==> src/rtl/common.sv <==
// Shared divider types: XLEN word, FSM state encoding and iteration counts.
// Pure declarations; no timing or flow control.
package common;
    localparam int XLEN = 64;
    localparam int W_LEN = 32;

    typedef logic [XLEN-1:0] u64;

    typedef enum logic [1:0] {
        DIV_IDLE,
        DIV_BUSY,
        DIV_DONE
    } div_state_t;

    localparam int DIV_ITER_D = 64;
    localparam int DIV_ITER_W = 32;
endpackage

==> src/rtl/div_operand_fix.sv <==
// Combinational operand prep (W extension, magnitudes, div-by-zero/overflow) and
// result fix-up (sign correction, W sign-extension); zero latency, no flow control.
module div_operand_fix
    import common::*;
#(
    parameter int XLEN  = 64,
    parameter int W_LEN = 32
) (
    input  logic [XLEN-1:0] src_a,
    input  logic [XLEN-1:0] src_b,
    input  logic            sign,
    input  logic            w,
    output logic [XLEN-1:0] mag_a,
    output logic [XLEN-1:0] mag_b,
    output logic            neg_q,
    output logic            neg_r,
    output logic            special,
    output logic [XLEN-1:0] spec_q,
    output logic [XLEN-1:0] spec_r,
    input  logic [XLEN-1:0] raw_q,
    input  logic [XLEN-1:0] raw_r,
    input  logic            fix_neg_q,
    input  logic            fix_neg_r,
    input  logic            fix_w,
    output logic [XLEN-1:0] res_q,
    output logic [XLEN-1:0] res_r
);
    localparam logic [XLEN-1:0] MIN_D = {1'b1, {(XLEN-1){1'b0}}};
    localparam logic [XLEN-1:0] MIN_W = {{(XLEN-W_LEN+1){1'b1}}, {(W_LEN-1){1'b0}}};

    function automatic logic [XLEN-1:0] ext_w(input logic [W_LEN-1:0] x, input logic s);
        return {{(XLEN-W_LEN){s & x[W_LEN-1]}}, x};
    endfunction

    logic [XLEN-1:0] a_ext, b_ext, q_s, r_s;
    logic            a_neg, b_neg, div_zero, ovf;

    always_comb begin
        a_ext    = w ? ext_w(src_a[W_LEN-1:0], sign) : src_a;
        b_ext    = w ? ext_w(src_b[W_LEN-1:0], sign) : src_b;
        a_neg    = sign & a_ext[XLEN-1];
        b_neg    = sign & b_ext[XLEN-1];
        mag_a    = a_neg ? -a_ext : a_ext;
        mag_b    = b_neg ? -b_ext : b_ext;
        neg_q    = a_neg ^ b_neg;
        neg_r    = a_neg;
        div_zero = (b_ext == '0);
        // operands are already extended, so -1 is all ones in both widths
        ovf      = sign & (a_ext == (w ? MIN_W : MIN_D)) & (b_ext == '1);
        special  = div_zero | ovf;
        spec_q   = div_zero ? '1 : a_ext;
        spec_r   = div_zero ? a_ext : '0;
    end

    always_comb begin
        q_s   = fix_neg_q ? -raw_q : raw_q;
        r_s   = fix_neg_r ? -raw_r : raw_r;
        res_q = fix_w ? ext_w(q_s[W_LEN-1:0], 1'b1) : q_s;
        res_r = fix_w ? ext_w(r_s[W_LEN-1:0], 1'b1) : r_s;
    end
endmodule

==> src/rtl/div_unit.sv <==
// Iterative restoring divider: done 65 cycles after start (33 for W, 1 for special cases).
// Stalls the core via busy/done; flush aborts silently, keeping held results.
module div_unit
    import common::*;
#(
    parameter int XLEN  = 64,
    parameter int W_LEN = 32
) (
    input  logic            clk,
    input  logic            reset,
    input  logic            div_valid,
    input  logic            div_sign,
    input  logic            div_w,
    input  logic [XLEN-1:0] src_a,
    input  logic [XLEN-1:0] src_b,
    input  logic            flush,
    output logic            busy,
    output logic            done,
    output logic [XLEN-1:0] quotient,
    output logic [XLEN-1:0] remainder
);
    div_state_t      state_q, state_d;
    logic [6:0]      cnt_q;
    logic [XLEN-1:0] q_reg, r_reg, d_reg;
    logic            neg_q_q, neg_r_q, w_q;

    logic [XLEN-1:0] mag_a, mag_b, spec_q, spec_r, res_q, res_r;
    logic            neg_q, neg_r, special;
    logic [XLEN:0]   r_sh, diff;
    logic            ge;
    logic            start;

    div_operand_fix #(.XLEN(XLEN), .W_LEN(W_LEN)) u_fix (
        .src_a     (src_a),
        .src_b     (src_b),
        .sign      (div_sign),
        .w         (div_w),
        .mag_a     (mag_a),
        .mag_b     (mag_b),
        .neg_q     (neg_q),
        .neg_r     (neg_r),
        .special   (special),
        .spec_q    (spec_q),
        .spec_r    (spec_r),
        .raw_q     (q_reg),
        .raw_r     (r_reg),
        .fix_neg_q (neg_q_q),
        .fix_neg_r (neg_r_q),
        .fix_w     (w_q),
        .res_q     (res_q),
        .res_r     (res_r)
    );

    assign start = (state_q == DIV_IDLE) && div_valid && !flush;
    assign busy  = (state_q == DIV_BUSY);

    always_comb begin
        state_d = state_q;
        case (state_q)
            DIV_IDLE: if (start) state_d = special ? DIV_DONE : DIV_BUSY;
            DIV_BUSY: if (cnt_q == 7'd1) state_d = DIV_DONE;
            DIV_DONE: state_d = DIV_IDLE;
            default:  state_d = DIV_IDLE;
        endcase
        if (flush) state_d = DIV_IDLE;
    end

    always_comb begin
        r_sh = {r_reg, q_reg[XLEN-1]};
        diff = r_sh - {1'b0, d_reg};
        ge   = !diff[XLEN];
    end

    always_ff @(posedge clk) begin
        if (!reset) state_q <= DIV_IDLE;
        else        state_q <= state_d;
    end

    always_ff @(posedge clk) begin
        if (!reset) begin
            cnt_q     <= '0;
            q_reg     <= '0;
            r_reg     <= '0;
            d_reg     <= '0;
            neg_q_q   <= 1'b0;
            neg_r_q   <= 1'b0;
            w_q       <= 1'b0;
            done      <= 1'b0;
            quotient  <= '0;
            remainder <= '0;
        end else begin
            done <= (state_q == DIV_DONE) && !flush;
            if ((state_q == DIV_DONE) && !flush) begin
                quotient  <= res_q;
                remainder <= res_r;
            end
            if (start) begin
                // W dividends sit in the top half so 32 iterations consume exactly them
                q_reg   <= special ? spec_q : (div_w ? (mag_a << W_LEN) : mag_a);
                r_reg   <= special ? spec_r : '0;
                d_reg   <= mag_b;
                neg_q_q <= special ? 1'b0 : neg_q;
                neg_r_q <= special ? 1'b0 : neg_r;
                w_q     <= div_w;
                cnt_q   <= div_w ? 7'(DIV_ITER_W) : 7'(DIV_ITER_D);
            end else if (state_q == DIV_BUSY) begin
                q_reg <= {q_reg[XLEN-2:0], ge};
                r_reg <= ge ? diff[XLEN-1:0] : r_sh[XLEN-1:0];
                cnt_q <= cnt_q - 7'd1;
            end
        end
    end
endmodule

==> config.mk <==
export PLATFORM = sky130hd
export DESIGN_NAME = div_unit
export DESIGN_NICKNAME = d
export VERILOG_FILES = /design/src/rtl/common.sv /design/src/rtl/div_operand_fix.sv /design/src/rtl/div_unit.sv
export SDC_FILE = /design/constraint.sdc
export NUM_CORES = 1
export LEC_CHECK = 0
export BUFFER_PORTS_ARGS = -buffer_cell sky130_fd_sc_hd__buf_2
export CAP_MARGIN = 25
export CELL_PAD_IN_SITES_DETAIL_PLACEMENT = 1
export CELL_PAD_IN_SITES_GLOBAL_PLACEMENT = 2
export CORE_MARGIN = 2
export CORE_UTILIZATION = 35
export CTS_CLUSTER_DIAMETER = 200
export CTS_CLUSTER_SIZE = 8
export DETAILED_ROUTE_END_ITERATION = 10
export HOLD_SLACK_MARGIN = 0.08
export PLACE_DENSITY_LB_ADDON = 0.1
export SYNTH_ARGS = -nofsm -noshare
export SYNTH_HDL_FRONTEND = slang
export SYNTH_HIERARCHICAL = 1
export SYNTH_SLANG_ARGS = --single-unit
==> constraint.sdc <==
create_clock -name clk -period 4.6 [get_ports clk]
set_input_delay 0 -clock clk [delete_from_list [all_inputs] [get_ports clk]]
set_output_delay 0 -clock clk [all_outputs]
set_load 0.05 [all_outputs]
Yosys cells after proc, flatten, opt, wreduce, memory -nomap -nowiden:

Index checks and enable logic that the tools add are counted.

* word-level logic and storage cells: 71
* bits of input ports: 134
* register bits: 333
* output and inout port bits: 130

* bitwise logic cells: 9
* multiplexer cells: 28
* equal/unequal tests: 7
* reduce and logical (&&, ||, !) cells: 10
* add/sub/neg operators: 6

Operator list (count)
* $mux W64: 18
* $neg A64 Y64: 4
* $sub A65 B64 Y65: 1
* $eq A64 B64 Y1: 1
* $eq A64 B64 Y1 const B: 1
* $logic_not A64 Y1: 1
* $mux W63: 1
* $mux W7: 3
* $eq A7 B1 Y1 const B: 1
* $sub A7 B1 Y7 const B: 1
* $and A1 B1 Y1: 6
* $mux W2: 3
* $pmux W2 S2: 1
* $logic_and A1 B1 Y1: 3
* $eq A2 B1 Y1 const B: 1
* $eq A2 B2 Y1 const B: 1
* $logic_not A1 Y1: 2
* $logic_not A2 Y1: 1
* $mux W1: 2
* $ne A2 B1 Y1 const B: 1
* $ne A2 B2 Y1 const B: 1
* $reduce_and A2 Y1: 1
* $reduce_bool A2 Y1: 1
* $reduce_or A2 Y1: 1
* other kinds (3): 3

Logic depth before layout (Yosys ltp):

Gate-level depths: netlist of run 1.

* word-level depth: 9
* depth in mapped cells: 17
* gate-level depth less buffers: 14

By module:

Netlist of run 1, hierarchy kept.

By module, submodules not included
* div_unit: times used 1, seq. area each 6666.4 um^2, area each 18815.5 um^2, cells each 2475
* div_operand_fix: times used 1, seq. area each 0.0 um^2, area each 8246.7 um^2, cells each 1367

Least setup slack after synthesis of run 1:

OpenSTA, ideal clock, no wires.

* path type: input -> register
* from: in src_b[2]
* to: reg r_reg[53]
* cell stages on the path: 15
* arrival time: 3.320 ns
* buffers on the path: 5
* data required time: 4.527 ns
* setup time: 0.073 ns
* setup slack: 1.206 ns
* cell sequence: clkbuf_1 or4_4 nor4_4 nand4_2 nor4_4 nand2_2 buf_2 o21ai_0 clkbuf_1 clkbuf_1 clkbuf_1 nand2_1 nand2_1 o311ai_0 a21oi_1

* longest elaborated chain between the ends: 6
* elaborated cells on any way between the ends: 8
* classes of those cells: eq/ne (1); mux (4); bitwise (2); reduce/logical (1)

Ends and longest elaborated chain
* from (decl): RTL line div_unit.sv:15 `input logic [XLEN-1:0] src_b,`
* $mux W64 (*): RTL line div_operand_fix.sv:40 `b_ext = w ? ext_w(src_b[W_LEN-1:0], sign) : src_b;`
* $eq A64 B64 Y1: RTL line div_operand_fix.sv:49 `ovf = sign & (a_ext == (w ? MIN_W : MIN_D)) & (b_ext == '1);`
* $and A1 B1 Y1: RTL line div_operand_fix.sv:49
* $or A1 B1 Y1 (*): RTL line div_operand_fix.sv:50 `special = div_zero | ovf;`
* named net special: RTL line div_unit.sv:28 `logic neg_q, neg_r, special;`
* $mux W64 (*): RTL line div_unit.sv:100 `r_reg <= special ? spec_r : '0;`
* $mux W64 (*): RTL line div_unit.sv:97 `if (start) begin`
* to (signal assigned): RTL line div_unit.sv:100
* to (signal assigned): RTL line div_unit.sv:108 `r_reg <= ge ? diff[XLEN-1:0] : r_sh[XLEN-1:0];`
* to (decl): RTL line div_unit.sv:24 `logic [XLEN-1:0] q_reg, r_reg, d_reg;`

Mark *: on every way through the listed nets, which the timed path passes. The rest lies on a longest branch.
A chain may end at the register's enable or synchronous reset.

Worst setup path in the final report of run 1:

* from: in src_b[19]
* to: reg d_reg[61]

* longest elaborated chain between the ends: 3

Ends and longest elaborated chain
* $mux W64: RTL line div_operand_fix.sv:40
* $neg A64 Y64: RTL line div_operand_fix.sv:44 `mag_b = b_neg ? -b_ext : b_ext;`
* $mux W64: RTL line div_operand_fix.sv:44
* named net mag_b[61]: RTL line div_unit.sv:27 `logic [XLEN-1:0] mag_a, mag_b, spec_q, spec_r, res_q, res_r;`
* to (signal assigned): RTL line div_unit.sv:101 `d_reg <= mag_b;`
* to (decl): RTL line div_unit.sv:24

The timed path passes the listed nets, and every way through them passes these cells.

==> qor.yml, run 1 <==
status: "complete, no violations"
postSynthAreaPerCell_um2: 7.04
h-tree-depth: 2
final-max-slew-violation-count: 0
placed_area_um2: 29400
drcViolationCount: 0
synth_xor_area_share_pct: 9.68
num_vias: 29392
grt_remaining_overflow: 0
crit_chain: "dlygate4sd3_1 -> buf_2 -> or4_4 -> or3_1 -> or4_4 -> o41ai_2 -> xor2_1 -> dlygate4sd3_1 -> nor2_1 -> dlygate4sd3_1 -> nand2_1 -> a21boi_0 -> dlygate4sd3_1"
post-route-util_pct: 41.7
via_per_inst: 5.75
final-hold-violation-count: 0
whs_ps: 110
cellPowerDensity_nw_per_um2: 330
syn-instance-count: 3842
netlist_top_cells_area: "dfxtp_1 25%, nand2_1 11%, a21boi_0 6.1%, xnor2_1 5.5%, a21oi_1 4.3%"
track_usage_pct: 30.6
cts-root-buf: "clkbuf_16"
yosys_warnings: 6
fin_skew_ps: 32.2
die_area_um2: 79600
grt_pass1_vias: 29013
tightest_slew_ps: 975
finalCriticalPeriod_ps: 4310
dr.pass1.iters: 5
async_flop_share_pct: 0
clockBufferDepth: 3
synth_top_area_cell: "dfxtp_1"
p_leak_nw: 12.6
synthDistinctLibCells: 87
synthSimpleGateAreaFrac_pct: 28.2
cpMaxStageDelayCell: "or4_4"
syn_nets: 4048
synth-compound-area-share_pct: 26.3
die_h_um: 282
finalCritPeriodShare_pct: 93.6
drv_cap: 0
clkLatencyLatePin_ps: 620
grt_max_degree: 98
drt_iter0_markers: 2263
cp.required_ps: 5100
slew_headroom_pct: 35.0
fmaxAchievable_mhz: 232
ys_top_cells_by_count: "770 x nand2_1, 333 x dfxtp_1, 249 x nor2_1"
crit_fanout: 8
stdcell_count: 5112
antenna_found_initial: 5
rsz0062_at_grt: "no"
grt_pass1_wl_mm: 187
finalSetupViolCount: 0
ant_nets: 0
cp-end-kind: "flip-flop"
drt-wirelength-per-cell_um: 24.4
synth_top_area_share_pct: 24.6
max_stage_delay_ps: 670
place_inst: 4952
ys_seq_area_share_pct: 24.6
muxShareOfSynthArea_pct: 2.09
numClockSinks: 333
fin_area_um2: 31700
fin_nets: 4282
core_um2: 76200
synth-edff-count: 0
synth_most_common_cell: "nand2_1"
ir_drop_mv: 0.266
synth_top_family_by_area: "simple AND/OR/NAND/NOR gates"
crit_top_cell: "dlygate4sd3_1"
synthAdderAreaFrac_pct: 3.36
cts_tree: "yes"
globalplace.congestion: 0.940
dpl.hpwl_mm: 95.5
die_w_um: 282
r2r_cells: 14
io_pins: 264
hold_class: "in2reg"
synth_seq_cells: 333
cts_buffers: 47
synth_flop_cell: "dfxtp_1"
drive_gt1_share_pct: 12.0
area_delta_synth_final_pct: 17.3
clk_pin_slew_worst_paths_ps: 70
row_count: 101
numPortBuffers: 263
cp-start-kind: "input pin"
wl_mm: 125
start_util_pct: 35.5
critical_path_arrival_ps: 4800
syn_area_um2: 27100
tns_ps: 0
whs_path_depth: 6
worstSetupPathType: "in2reg"
power by group:
part | internal (W) | switching, W
clock | 0.00181 | 0.00142
sequential | 0.00301 | 0.000188
combinational | 0.00145 | 0.00260
critical path, delay by kind of cell:
kind | cells | cell delay (ps)
simple gates | 5 | 1860
compound gates | 2 | 400
xor+xnor | 1 | 160
buf+inv | 5 | 2370
cell usage in the layout, fill, tap and decap left out, drive strengths merged, types with 15 or more instances in the layout:
master	n
a21boi	222
or3	52
o21bai	15
a21oi	235
dfxtp	333
a22oi	33
xor2	130
or4	43
mux2i	52
inv	104
nor2b	46
a221oi	36
o21ai	206
o31ai	61
a31oi	37
o211ai	56
clkbuf	48
nand2	772
and3	74
nor2	251
buf	367
ha	71
o311ai	21
nand4	57
nand3	95
nand2b	52
nor4	51
a21o	30
dlygate4sd3	104
xnor2	169
or2	17
nor3	86
o41ai	34
final timing paths:
path / from / end / slack [ps]
worst max-delay path: src_b[19] / d_reg[61]$_SDFFE_PN0P_ / 290
worst min register to register: remainder[41]$_SDFFE_PN0P_ / remainder[41]$_SDFFE_PN0P_ / 460
worst max register to register: q_reg[63]$_SDFFE_PN0P_ / r_reg[41]$_SDFFE_PN0P_ / 470
worst min-delay path: src_b[37] / d_reg[37]$_SDFFE_PN0P_ / 110
final cells by class:
cell class | instances | area, um^2
fillers | 9548 | 44500
multi-input cells | 3116 | 18900
flip-flops and latches | 333 | 6670
repair buffers | 472 | 3230
well taps | 1030 | 1290
clock buffers | 47 | 1180
inverters | 106 | 399
clock inverters | 4 | 95.1
diodes | 4 | 10.0
through the flow:
stage	total power, W	setup WS (ps)
after floorplan	0.00583	1210
after global placement	0.00713	678
after detailed placement	0.00714	612
after CTS	0.0105	161
after global routing	0.0110	107
final	0.0105	294
layer usage:
| metal | up-vias | track usage [%] | wire [um] |
|---|---|---|---|
| met5 | - | 0 | 0 |
| met4 | 0 | 11.6 | 5230 |
| met3 | 207 | 2.63 | 5760 |
| met2 | 799 | 48.4 | 54900 |
| met1 | 14326 | 43.2 | 58900 |
| li1 | 14060 | - | - |
kinds of logic after synthesis:
kind of cell               Yosys count
AOI/OAI and AO/OA                 1058
muxes                               56
and+or+nand+nor                   1631
adders and majority gates           72
xor gates and xnor gates           299
DFF                                333
buffers and inverters              393
repair_timing:
item | CTS | global route
hold endpoints to repair | 148 | 0
resized for setup | 0 | 1
setup buffers | 0 | 0
hold buffers | 104 | 0
endpoints found under the setup margin | 0 | 1
No activity file was read; power rests on OpenSTA's default activity.
==> inputs of run 2 (changes only) <==
Settings changed: CORE_ASPECT_RATIO set to 0.6.
==> run 2 against run 1 <==
Against the previous run: clock skew is 40 ps higher; sequential share of layout area is 0.071 points lower; fmax is 11% higher; highest routed layer is now met5; largest cell class unchanged; global-route usage is 2.7 points higher.
==> qor.yml, run 2 (synthesis results as in run 1) <==
status: "complete, no violations"
p_leak_nw: 12.6  # +0.54%
holdCritStartpoint: "src_a[4]"
layout_common_cells: "770 x nand2_1, 331 x dfxtp_1, 261 x buf_2"
dpl.hpwl_mm: 105  # +10%
start_util_pct: 35.6  # +0.082 points
grt_max_degree: 104  # +6.1%
numPortBuffers: 263  # unchanged
final-max-slew-violation-count: 0  # unchanged
tns_ps: 0  # unchanged
area_delta_synth_final_pct: 17.7
row_count: 78  # -23%
dr.pass1.iters: 5  # unchanged
drv_cap: 0  # unchanged
io_pins: 264  # unchanged
cts_tree: "yes"
fmaxAchievable_mhz: 258  # +11%
final-hold-violation-count: 0  # unchanged
drt_iter0_markers: 3657  # +62%
finalCriticalPeriod_ps: 3870  # -435 ps
antenna_found_initial: 8  # +3
finalCritPeriodShare_pct: 84.2  # -9.4 points
die_area_um2: 79600  # about the same
grt_pass1_wl_mm: 198  # +5.9%
ctsResizeCount: 0  # unchanged
grt_pass1_vias: 27958  # -3.6%
numClockSinks: 333  # unchanged
die_w_um: 363  # +29%
h-tree-depth: 2  # unchanged
grt_use_met2_pct: 39.4  # -9.0 points
fin_skew_ps: 71.8  # +39.5 ps
regToRegStartpoint: "q_reg[63]$_SDFFE_PN0P_"
ant_nets: 0  # unchanged
final_common_cell: "nand2_1"
cp.required_ps: 5170  # +70 ps
clkLatencyLatePin_ps: 650  # +30 ps
crit_fanout: 8  # unchanged
tightest_slew_ps: 1110  # +131 ps
grt_util_met3_pct: 11.7  # +9.1 points
grt_remaining_overflow: 0  # unchanged
ir_drop_mv: 0.301  # +13%
globalplace.congestion: 1.03  # +9.7%
finalSetupViolCount: 0  # unchanged
core_um2: 76000  # -0.23%
post_cts_buffers: 0  # unchanged
cts-root-buf: "clkbuf_16"
grt_busiest_layer: "met1"
drcViolationCount: 0  # unchanged
worstSetupPathType: "in2reg"
cellPowerDensity_nw_per_um2: 339  # +2.6%
cp-end-kind: "flip-flop"
via_per_inst: 5.93  # +3.2%
slew_headroom_pct: 26.3  # -8.7 points
post-route-util_pct: 41.9  # +0.24 points
drt-wirelength-per-cell_um: 26.6  # +9.1%
die_h_um: 219  # -22%
rsz0062_at_grt: "no"
wl_mm: 136  # +8.7%
critical_path_arrival_ps: 4440  # -360 ps
clockBufferDepth: 3  # unchanged
cts_buffers: 47  # unchanged
num_vias: 30226  # +2.8%
cp-start-kind: "input pin"
antennaDiodeCount: 0  # -4
drive_gt1_share_pct: 12.2  # +0.19 points
hold_class: "in2reg"
critPathLaunch: "src_b[2]"
fin_nets: 4299  # +0.40%
track_usage_pct: 33.3  # +2.7 points
clk_pin_slew_worst_paths_ps: 50  # -20 ps
grt_use_met1_pct: 55.1  # +12 points
==> run 2: changes by cell type in the layout (fill, tap and decap cells not counted), moves of 2 or more <==
cell | previous run | this run
dlygate4sd3_1 | 104 | 110
buf_12 | 4 | 7
diode_2 | 4 | 0
clkinv_16 | 3 | 1
buf_4 | 101 | 109
==> run 2: area by class of cell <==
| class | count | area [um^2] |
|---|---|---|
| clock buffers | 47 | 1180 |
| clock inverters | 4 | 71.3 |
| fillers | 9492 | 44200 |
| inverters | 106 | 399 |
| multi-input cells | 3116 | 18900 |
| flip-flops and latches | 333 | 6670 |
| well taps | 1000 | 1250 |
| repair buffers | 489 | 3400 |
==> run 2: layer usage <==
layer / wire length, um / share of wire, %
met1: 71500 / 53
met2: 46000 / 34
met3: 16500 / 12
met4: 1530 / 1.1
met5: 13 / 0.0096
==> run 2: stage by stage <==
stage | power [W] | worst slack, ps | hold WS (ps) | instance area, um^2 | instances
final | 0.0108 | 729 | 110 | 31900 | 5095
after global routing | 0.0113 | 502 | 139 | 31900 | 5095
after CTS | 0.0107 | 806 | 83.1 | 31800 | 5091
after detailed placement | 0.00729 | 841 | 357 | 29500 | 4930
after global placement | 0.00729 | 925 | 348 | 29500 | 4930
after floorplan | 0.00583 | 1210 | 200 | 27100 | 3842
==> run 2: path summary, 6_finish.rpt <==
check,endpoint,cells after the start,slack [ps]
max reg2reg,r_reg[51]$_SDFFE_PN0P_,14,730
min,q_reg[4]$_SDFFE_PN0P_,6,110
max,d_reg[63]$_SDFFE_PN0P_,12,730
min reg2reg,quotient[51]$_SDFFE_PN0P_,2,460
==> run 2: power by group <==
group | total (W) | switching, W | internal (W)
clock network | 0.00328 | 0.00147 | 0.00181
logic | 0.00431 | 0.00282 | 0.00149
registers | 0.00321 | 0.000200 | 0.00301
total | 0.0108 | 0.00449 | 0.00630
==> run 2: repair_timing <==
action / 4_1_cts / 5_1_grt
endpoints found under the hold margin: 189 / 0
hold buffers: 110 / 0
setup endpoints to repair: 0 / 0
==> run 2: worst max-delay path, cell delays in order <==
cell           delay, ps
dlygate4sd3_1        550
buf_2                180
nor4_1               520
nand4_1              460
or4_1                790
nor3_1               340
nand3_1              120
dlygate4sd3_1        580
a21oi_1              140
dlygate4sd3_1        560
nand2_1               50
a21boi_0             150
==> inputs of run 3 (changes only) <==
Settings changed: CORE_UTILIZATION 35 to 31.
Clock period 4.6 ns to 3.2 ns, I/O delays scaled along.
==> run 3 against run 2 <==
Against the previous run: power rose by 63%; critical path depth rose by 3; setup slack got worse by 710 ps; die area rose by 13%; non-clock buffer count rose by 438; sequential power rose by 43%; sequential share of layout area fell by 2.4 points; core utilization rose by 0.12 points; final cell count rose by 12%; worst hold slack got worse by 11 ps.
==> qor.yml, run 3 (synthesis results as in run 1) <==
intPower_w: 0.0105  # +66%
ir_drop_mv: 0.329  # +9.3%
drt-wirelength-per-cell_um: 25.5  # -4.3%
grt_pass1_vias: 29801  # +6.6%
fin_total_pwr_w: 0.0176  # +63%
start_util_pct: 31.5  # -4.1 points
die_w_um: 385  # +6.2%
area_delta_synth_final_pct: 33.5
r2r_cells: 15  # +1
final-hold-violation-count: 0  # unchanged
numClockSinks: 333  # unchanged
pwr-share-seq_pct: 26.1  # -3.6 points
layout_common_cells: "769 x nand2_1, 525 x buf_4, 308 x dfxtp_1"
critical_path_arrival_ps: 3670  # -770 ps
num_vias: 31913  # +5.6%
grt_max_degree: 141  # +36%
clkPwrFrac_pct: 26.6  # -3.8 points
multi_input_area_um2: 19400  # +2.5%
cellPowerDensity_nw_per_um2: 488  # +44%
clockBufferDepth: 3  # unchanged
core_um2: 86000  # +13%
wl_mm: 145  # +6.7%
status: "complete, no violations"
worstSetupPathType: "reg2reg"
fin_area_um2: 36100  # +13%
fin_skew_ps: 46.9  # -24.8 ps
finalCritPeriodShare_pct: 99.5
tightest_slew_ps: 801  # -304 ps
h-tree-depth: 2  # unchanged
clk_pin_slew_worst_paths_ps: 60  # about the same
p_switching_w: 0.00717  # +60%
holdCritStartpoint: "src_a[3]"
antenna_found_initial: 6  # -2
die_area_um2: 89800  # +13%
n_fill_cell: 10762  # +13%
cp.required_ps: 3690  # -1480 ps
pwr-share-comb_pct: 47.3  # +7.4 points
fin_nets: 4737  # +10%
grt_pass1_wl_mm: 209  # +5.5%
p_leak_nw: 15.0  # +19%
drt_iter0_markers: 3315  # -9.4%
row_count: 83  # +6.4%
grt_remaining_overflow: 0  # unchanged
track_usage_pct: 31.2  # -2.1 points
dpl.hpwl_mm: 115  # +9.5%
cp-start-kind: "flip-flop"
ant_nets: 0  # unchanged
hold_class: "in2reg"
io_pins: 264  # unchanged
finalCriticalPeriod_ps: 3190
placed_area_um2: 33000  # +12%
cts_buffers: 47  # unchanged
whs_path_depth: 6  # unchanged
hold_end: "q_reg[3]$_SDFFE_PN0P_"
regArea_um2: 6700  # +0.47%
r2r_end: "r_reg[56]$_SDFFE_PN0P_"
slew_headroom_pct: 45.9  # +20 points
die_h_um: 233  # +6.1%
globalplace.congestion: 1.02  # -1.0%
rsz0062_at_grt: "yes"
regToRegStartpoint: "q_reg[63]$_SDFFE_PN0P_"
final-max-slew-violation-count: 0  # unchanged
via_per_inst: 5.62  # -5.3%
cp-end-kind: "flip-flop"
fmaxAchievable_mhz: 314
numPortBuffers: 263  # unchanged
crit_fanout: 4  # -4
final_common_cell: "nand2_1"
cts-root-buf: "clkbuf_16"
drive_gt1_share_pct: 23.0  # +11 points
cts_tree: "yes"
drv_cap: 0  # unchanged
p_sw_share_pct: 40.7  # -0.95 points
clkLatencyLatePin_ps: 630  # -20 ps
drcViolationCount: 0  # unchanged
dr.pass1.iters: 5  # unchanged
finalSetupViolCount: 0  # unchanged
r2r_setup_slack_ps: 10  # -710 ps
-- run 3: critical path, stage by stage, from the launching register on --
cell and delay (ps):
dfxtp_2 330, inv_2 50, ha_4 160, fa_2 360, nand2b_4 160, a21oi_2 140, buf_4 140, o21ai_4 90
buf_6 130, nand4_1 120, a31oi_4 130, o311a_4 350, o41ai_4 330, nor2_1 100, xor2_1 300, o32ai_1 140
-- run 3: how the worst max path moves through the flow --
stage                      startpoint                endpoint  slack, ps
3_3_place_gp                src_a[11]   q_reg[0]$_SDFFE_PN0P_       -460
3_5_place_dp                src_a[11]   q_reg[0]$_SDFFE_PN0P_       -470
2_1_floorplan                src_b[2]  r_reg[61]$_SDFFE_PN0P_         30
4_1_cts        q_reg[63]$_SDFFE_PN0P_  r_reg[36]$_SDFFE_PN0P_        -10
6_report       q_reg[63]$_SDFFE_PN0P_  r_reg[56]$_SDFFE_PN0P_         10
5_1_grt        q_reg[63]$_SDFFE_PN0P_  r_reg[58]$_SDFFE_PN0P_        -80
-- run 3: metrics by stage --
stage               hold slack (ps)  utilization [%]  setup WS [ps]  cells  TNS [ps]
finish                         99.4             42.0           15.0   5681         0
global route                    123             42.0          -76.9   5680      -535
CTS                            83.5             41.3          -12.5   5663     -27.4
floorplan                       200                -           31.6   3842         0
global placement                357             38.3           -456   5494    -12860
detailed placement              364             38.3           -474   5494    -15480
-- run 3: power by group through the flow --
stage	Combinational, W	Sequential, W	Clock, W
2_1_floorplan	0.00380	0.00459	0
3_3_place_gp	0.00721	0.00465	0
6_report	0.00835	0.00460	0.00469
5_1_grt	0.00878	0.00460	0.00499
3_5_place_dp	0.00724	0.00465	0
4_1_cts	0.00769	0.00457	0.00483
-- run 3: area by class of cell --
| class | count | share of cell area (%) |
|---|---|---|
| antenna | 1 | 0.00693 |
| clock buffer | 47 | 3.26 |
| clock inverter | 4 | 0.225 |
| inverter | 106 | 1.11 |
| multi-input combinational | 3116 | 53.6 |
| sequential | 333 | 18.5 |
| tap | 1147 | 3.97 |
| timing repair buffer | 927 | 19.3 |
-- run 3: routing by layer --
metal | share of wire, % | track usage (%) | wire (um)
met1 | 53 | 52.0 | 77400
met2 | 33 | 35.9 | 48400
met3 | 12 | 10.8 | 16700
met4 | 1.5 | 5.11 | 2210
met5 | 0.0069 | 0 | 10
-- run 3: repair_timing --
item                       in CTS  in global routing
gates cloned                    1                  0
setup endpoints to repair      64                 91
gates resized for setup        27                126
hold endpoints to repair      165                  0
pin swaps                       8                 29
buffers inserted               11                 18
hold buffers                  106                  0
